### src/rtl/uart_pkg.sv
// -----------------------------------------------------------------------------
// uart_pkg
// Shared definitions for the UART transmit and receive paths.
//
// Contents:
//   - State index constants for the one-hot serial state machine.
//   - One-hot state encoding (state_t).
//   - Data width, default bit period and frame-length constants.
//   - odd_parity(): parity bit that makes the total count of ones odd.
//
// Configuration macro: UART_TX_PARITY_EN
//   Defined   : PARITY state exists and frames carry an odd parity bit (11 bits).
//   Undefined : PARITY state is removed and frames are 10 bits.
// -----------------------------------------------------------------------------
package uart_pkg;

    // Bit positions of each state inside the one-hot state vector.
    localparam int ST_IDLE    = 0;
    localparam int ST_START   = 1;
    localparam int ST_DATA    = 2;
    localparam int ST_PARITY  = 3;
    localparam int ST_STOP    = 4;
    localparam int NUM_STATES = 5;

    localparam int DATA_BITS            = 8;
    localparam int CLKS_PER_BIT_DEFAULT = 8;

    // Frame lengths in serial bits: start + data + optional parity + stop.
    localparam int FRAME_BITS_PARITY    = 1 + DATA_BITS + 1 + 1;
    localparam int FRAME_BITS_NO_PARITY = 1 + DATA_BITS + 1;
`ifdef UART_TX_PARITY_EN
    localparam int FRAME_BITS = FRAME_BITS_PARITY;
`else
    localparam int FRAME_BITS = FRAME_BITS_NO_PARITY;
`endif

    typedef enum logic [NUM_STATES-1:0] {
        S_IDLE   = NUM_STATES'(1 << ST_IDLE),
        S_START  = NUM_STATES'(1 << ST_START),
        S_DATA   = NUM_STATES'(1 << ST_DATA),
`ifdef UART_TX_PARITY_EN
        S_PARITY = NUM_STATES'(1 << ST_PARITY),
`endif
        S_STOP   = NUM_STATES'(1 << ST_STOP)
    } state_t;

    // Odd parity: the returned bit plus the data always holds an odd number of ones.
    function automatic logic odd_parity(input logic [DATA_BITS-1:0] d);
        return ~^d;
    endfunction

endpackage

### src/rtl/uart_bit_timer.sv
// -----------------------------------------------------------------------------
// uart_bit_timer
// Counts cycles of one serial bit period. The count restarts from zero after
// every bit end, so a new bit period begins on the cycle after bit_end without
// any help from the caller. Holding clr high parks the count at zero.
//
// Parameters:
//   CLKS_PER_BIT  cycles per serial bit (2..255)
//
// Ports:
//   clk      in   clock, all updates on rising edge
//   rst      in   synchronous active-high reset
//   clr      in   hold the counter at zero
//   bit_end  out  high on the last cycle of the current bit period
// -----------------------------------------------------------------------------
module uart_bit_timer #(
    parameter int CLKS_PER_BIT = 8
) (
    input  logic clk,
    input  logic rst,
    input  logic clr,
    output logic bit_end
);

    localparam int CNT_W = (CLKS_PER_BIT > 1) ? $clog2(CLKS_PER_BIT) : 1;

    logic [CNT_W-1:0] cnt;

    assign bit_end = (cnt == CNT_W'(CLKS_PER_BIT - 1));

    always_ff @(posedge clk) begin
        if (rst || clr || bit_end) begin
            cnt <= '0;
        end else begin
            cnt <= cnt + CNT_W'(1);
        end
    end

endmodule

### src/rtl/uart_tx.sv
// -----------------------------------------------------------------------------
// uart_tx
// Serial UART transmitter. Pops one byte at a time from a first-word-fall-
// through FIFO and shifts it out as: start bit (0), 8 data bits LSB first,
// optional odd parity bit, stop bit (1). Each bit is held CLKS_PER_BIT cycles.
// After the stop bit the machine spends exactly one cycle in IDLE, where the
// next byte may already be popped.
//
// Configuration macro: UART_TX_PARITY_EN
//   Defined   : odd parity bit sent between bit 7 and the stop bit.
//   Undefined : no parity state or register; bit 7 is followed by the stop bit.
//
// Parameters:
//   CLKS_PER_BIT  bit-clock cycles per serial bit (2..255)
//
// Ports:
//   tx_sclk_i  in   bit clock
//   tx_srst_i  in   synchronous active-high reset
//   rdata_i    in   [7:0] FIFO read data (valid while rempty_i is low)
//   rempty_i   in   FIFO empty flag
//   rinc_o     out  FIFO pop strobe, one cycle per frame (combinational)
//   tx_data_o  out  serial line, idles high (registered)
//   tx_busy_o  out  high from start bit through last stop-bit cycle (registered)
// -----------------------------------------------------------------------------
module uart_tx
    import uart_pkg::*;
#(
    parameter int CLKS_PER_BIT = CLKS_PER_BIT_DEFAULT
) (
    input  logic                 tx_sclk_i,
    input  logic                 tx_srst_i,
    input  logic [DATA_BITS-1:0] rdata_i,
    input  logic                 rempty_i,
    output logic                 rinc_o,
    output logic                 tx_data_o,
    output logic                 tx_busy_o
);

    localparam int BIT_CNT_W = $clog2(DATA_BITS);

    state_t               state;
    logic [DATA_BITS-1:0] shreg;
    logic [BIT_CNT_W-1:0] bit_cnt;
    logic                 bit_end;
    logic                 last_data_bit;
`ifdef UART_TX_PARITY_EN
    logic                 parity;
`endif

    // Reset is folded in so a pop can never coincide with a reset edge.
    assign rinc_o = (state == S_IDLE) & ~rempty_i & ~tx_srst_i;

    assign last_data_bit = (bit_cnt == BIT_CNT_W'(DATA_BITS - 1));

    // The timer is parked at zero in IDLE, so the start bit gets a full period
    // counted from the cycle after the pop.
    uart_bit_timer #(
        .CLKS_PER_BIT (CLKS_PER_BIT)
    ) u_bit_timer (
        .clk     (tx_sclk_i),
        .rst     (tx_srst_i),
        .clr     (state == S_IDLE),
        .bit_end (bit_end)
    );

    always_ff @(posedge tx_sclk_i) begin
        if (tx_srst_i) begin
            state     <= S_IDLE;
            tx_data_o <= 1'b1;
            tx_busy_o <= 1'b0;
            shreg     <= '0;
            bit_cnt   <= '0;
`ifdef UART_TX_PARITY_EN
            parity    <= 1'b0;
`endif
        end else begin
            unique case (state)
                S_IDLE: begin
                    tx_data_o <= 1'b1;
                    tx_busy_o <= 1'b0;
                    bit_cnt   <= '0;
                    if (rinc_o) begin
                        shreg     <= rdata_i;
`ifdef UART_TX_PARITY_EN
                        parity    <= odd_parity(rdata_i);
`endif
                        state     <= S_START;
                        tx_data_o <= 1'b0;
                        tx_busy_o <= 1'b1;
                    end
                end

                S_START: begin
                    if (bit_end) begin
                        state     <= S_DATA;
                        tx_data_o <= shreg[0];
                    end
                end

                S_DATA: begin
                    if (bit_end) begin
                        shreg   <= {1'b0, shreg[DATA_BITS-1:1]};
                        bit_cnt <= bit_cnt + BIT_CNT_W'(1);
                        if (last_data_bit) begin
`ifdef UART_TX_PARITY_EN
                            state     <= S_PARITY;
                            tx_data_o <= parity;
`else
                            state     <= S_STOP;
                            tx_data_o <= 1'b1;
`endif
                        end else begin
                            // Next bit is the one about to land in shreg[0].
                            tx_data_o <= shreg[1];
                        end
                    end
                end

`ifdef UART_TX_PARITY_EN
                S_PARITY: begin
                    if (bit_end) begin
                        state     <= S_STOP;
                        tx_data_o <= 1'b1;
                    end
                end
`endif

                S_STOP: begin
                    if (bit_end) begin
                        state     <= S_IDLE;
                        tx_data_o <= 1'b1;
                        tx_busy_o <= 1'b0;
                    end
                end

                default: begin
                    state     <= S_IDLE;
                    tx_data_o <= 1'b1;
                    tx_busy_o <= 1'b0;
                end
            endcase
        end
    end

endmodule

### config.mk
export PLATFORM = sky130hd
export DESIGN_NAME = uart_tx
export DESIGN_NICKNAME = d
export VERILOG_FILES = /design/src/rtl/uart_pkg.sv /design/src/rtl/uart_bit_timer.sv /design/src/rtl/uart_tx.sv
export SDC_FILE = /design/constraint.sdc
export NUM_CORES = 1
export LEC_CHECK = 0
export CORE_MARGIN = 1
export CORE_UTILIZATION = 30
export CTS_CLUSTER_SIZE = 20
export DETAILED_ROUTE_END_ITERATION = 8
export GPL_TIMING_DRIVEN = 0
export PLACE_DENSITY_LB_ADDON = 0.2
export SLEW_MARGIN = 20
export SYNTH_ARGS = -nofsm -noshare
export SYNTH_HDL_FRONTEND = slang
export SYNTH_SLANG_ARGS = --single-unit
### constraint.sdc
create_clock -name tx_sclk_i -period 4.8 [get_ports tx_sclk_i]
set_clock_uncertainty 0.15 [all_clocks]
set_input_delay 0.96 -clock tx_sclk_i [delete_from_list [all_inputs] [get_ports tx_sclk_i]]
set_output_delay 0.96 -clock tx_sclk_i [all_outputs]
set_load 0.02 [all_outputs]
==> impl_results.md <==
* Status: finished clean
* Postcts setup bufs at 0
* R2r endpoint: shreg[5]
* Critical path buffers and inverters at 2
* Post-CTS Hold Buffers at 0
* Wire per inst at 12.7 um
* Largest net degree at the start of global routing at 12
* Sequence of cells on the critical path: clkdlybuf4s50_1 -> or4_1 -> nor2_1 -> clkdlybuf4s50_1
* Final WS setup at 0.754 ns
* Max Slew Vio Count at 0
* Slowest cell on the critical path: clkdlybuf4s50_1
* Synth warn at 0
* #FFs+latches synth at 20
* ANT cells at 0
* Finish-stage setup viols at 0
* Setup crit start: tx_srst_i
* Final min period at 4.05 ns
* Most used cell, CP: clkdlybuf4s50_1
* Yosys top cell area share at 37.9%
* Post-synth ARST share at 0%
* Pwr Density at 257 nW/um2
* Mapped Avg Cell Area at 8.88 um2
* Core ar. at 3360 um2
* Min-Delay Path Depth at 1
* EDFF count, synth at 0
* Flop2flop setup slack at 2.79 ns
* Critical Path Fanout Max at 5
* Post-Route Setup TNS at 0 ns
* H-tree Lvls at 1
* Most frequent cells in the layout: dfxtp_1 (20), nand2_1 (16), clkdlybuf4s50_1 (13)
* # DRC at 0
* Cells after synthesis at 119
* Drt first-iter violations at 55
* Peak supply drop at 0.000136 V
* Die area at 3770 um2
* Die height at 61.4 um
* Worst Path Arrival at 2.94 ns
* Slew at the pin closest to its max-slew limit at 0.713 ns
* Final hold violation count at 0
* Num CTS Buffers at 3
* Sw frac at 25.3%
* # port buffers at 13
* Vias/cell at 5.12
* Synth-to-Final Area Change at 21.2%
* Clock slew at reported path FFs at 0.11 ns
* FF-to-FF path depth at 7
* Row cnt at 21
* Hold path endpoint: u_bit_timer.cnt[0]
* Min-delay src: u_bit_timer.cnt[0]
* Dominant cell type by area after synthesis: dfxtp_1
* Post-Route WL at 2.31 mm
* Die width at 61.4 um
* Critical path endpoint category: output pin
* Commonest non-fill, non-tap cell in the layout: dfxtp_1
* Setup repair after global routing missed its margin: false
* Number of global-route vias before repair at 818
* Max-Slew Margin vs Limit at 51.8%
* Grt ovf at 0
* Post-layout utilization of the core at 38.1%
* 1st-pass router iterations at 4
* Max clock buf depth at 2
* Final cell count without fillers at 182
* Final Net Count at 152
* Launching point of the worst reg2reg path: state[1]
* CTS tree: yes
* Ports at 14
* Most used flip-flop cell after synthesis: dfxtp_1
* Syn Std Cell Area at 1060 um2
* Sinks on Clock Net at 20
* Global Route Usage Sum at 14.0%
* Yosys cell types at 35
* Worst setup path class: primary input to output pin
* Fraction of layout cells with a size suffix above 1 at 14.0%
* Syn Nets at 134
* Hold Crit Class: flip-flop to flip-flop
* Post-cts sizing count at 0
* CTS root buf: clkbuf_4
* Comb power frac at 15.8%
* Fmax at 0.247 GHz
* DPL Wire Length at 1.67 mm
* Clk network pwr share at 30.4%
* Max incr delay on CP at 0.68 ns
* Initial antenna violation count at 0
* Max cap viols at 0
* Lkg Pwr at 0.474 nW
* Worst hold slack at 0.283 ns
* Skew-Pair Late Insertion Delay at 0.31 ns
* Synth area leaders: dfxtp_1 (38%), nand2_1 (5.7%), ha_1 (4.7%)
* P_int at 0.246 mW
* Crit share post-route at 84.3%
* NetSw at 0.0834 mW
* Initial Util at 31.4%
* First-pass GRT wire length at 3.83 mm
* Part of the power in registers at 53.8%
* Top Family by Delay on Critical Path: buffers and inverters
* Placed cell count at 178
* Via count at 932
* Req. time, crit path at 3.69 ns
* Post-synthesis sequential area ratio at 37.9%
* GP Congestion at 0.797
* CP startpoint kind: primary input
* Pre-CTS setup slack at 0.788 ns
* Post-detailed-route count of antenna-violating nets at 0
-- metal layers --
layer  part of all wire (%)  global-route usage [%]  vias to the layer above
li1                       -                       -                      468
met1                     50                    19.2                      440
met2                     44                    21.6                       22
met3                    4.8                    4.41                        2
met4                   0.56                    2.86                        0
met5                      0                       0                        -
-- cell usage after synthesis (2+ instances only) --
cell,number
buf_6,3
clkbuf_1,3
nor4b_1,4
nand2_1,16
ha_1,4
nor3_1,4
a311oi_2,3
or3_1,2
clkbuf_8,2
nand3_1,4
nor4_1,2
o22ai_1,2
and2_1,2
or2_2,2
o21ai_0,3
inv_1,3
buf_2,2
a311oi_1,4
a21oi_1,6
nor2_1,12
dfxtp_1,20
nand2b_1,3
-- sequential cells by signal, indices dropped and copies added, names as in the netlist --
name / cells
tx_data_o: 1
state: 4
u_bit_timer.cnt: 3
shreg: 8
tx_busy_o: 1
bit_cnt: 3
-- kinds of logic (layout without fill, tap and decap cells) --
logic type               after synthesis  after routing  synth area share (%)
buffers and inverters                 13             30                  8.88
flip-flops                            20             20                  37.9
AND/OR/NAND/NOR                       56             56                  28.0
multiplexers                           1              1                 0.947
XOR/XNOR                               1              1                 0.829
adder cells (fa/ha/maj)                4              4                  4.73
AO/OA/AOI/OAI                         24             24                  18.7
-- power groups by stage --
stage | logic (mW) | clock network [mW] | registers (mW)
6_report | 0.0522 | 0.100 | 0.177
3_5_place_dp | 0.0519 | 0 | 0.181
3_3_place_gp | 0.0513 | 0 | 0.181
5_1_grt | 0.0573 | 0.110 | 0.178
2_1_floorplan | 0.0330 | 0 | 0.181
4_1_cts | 0.0522 | 0.103 | 0.177
-- per-stage QoR --
step | cell area (um2) | power [mW]
after floorplan | 1060 | 0.214
after global placement | 1240 | 0.232
after detailed placement | 1240 | 0.233
after CTS | 1280 | 0.333
after global routing | 1280 | 0.345
final | 1280 | 0.330
-- cell type report --
class                           count  area [um2]
Buffer                             10        82.6
Clock buffer                        4        36.3
Multi-Input combinational cell     86         563
Sequential cell                    20         400
Timing Repair Buffer               13         130
Inverter                            3        11.3
Tap cell                           46        57.6
Fill cell                         371        2080
-- worst max-delay path by stage --
stage,to,depth (start not counted)
4_1_cts,rinc_o,4
2_1_floorplan,rinc_o,2
6_report,rinc_o,4
3_3_place_gp,rinc_o,4
3_5_place_dp,rinc_o,4
5_1_grt,rinc_o,4
Power figures use the tool's default switching activity.
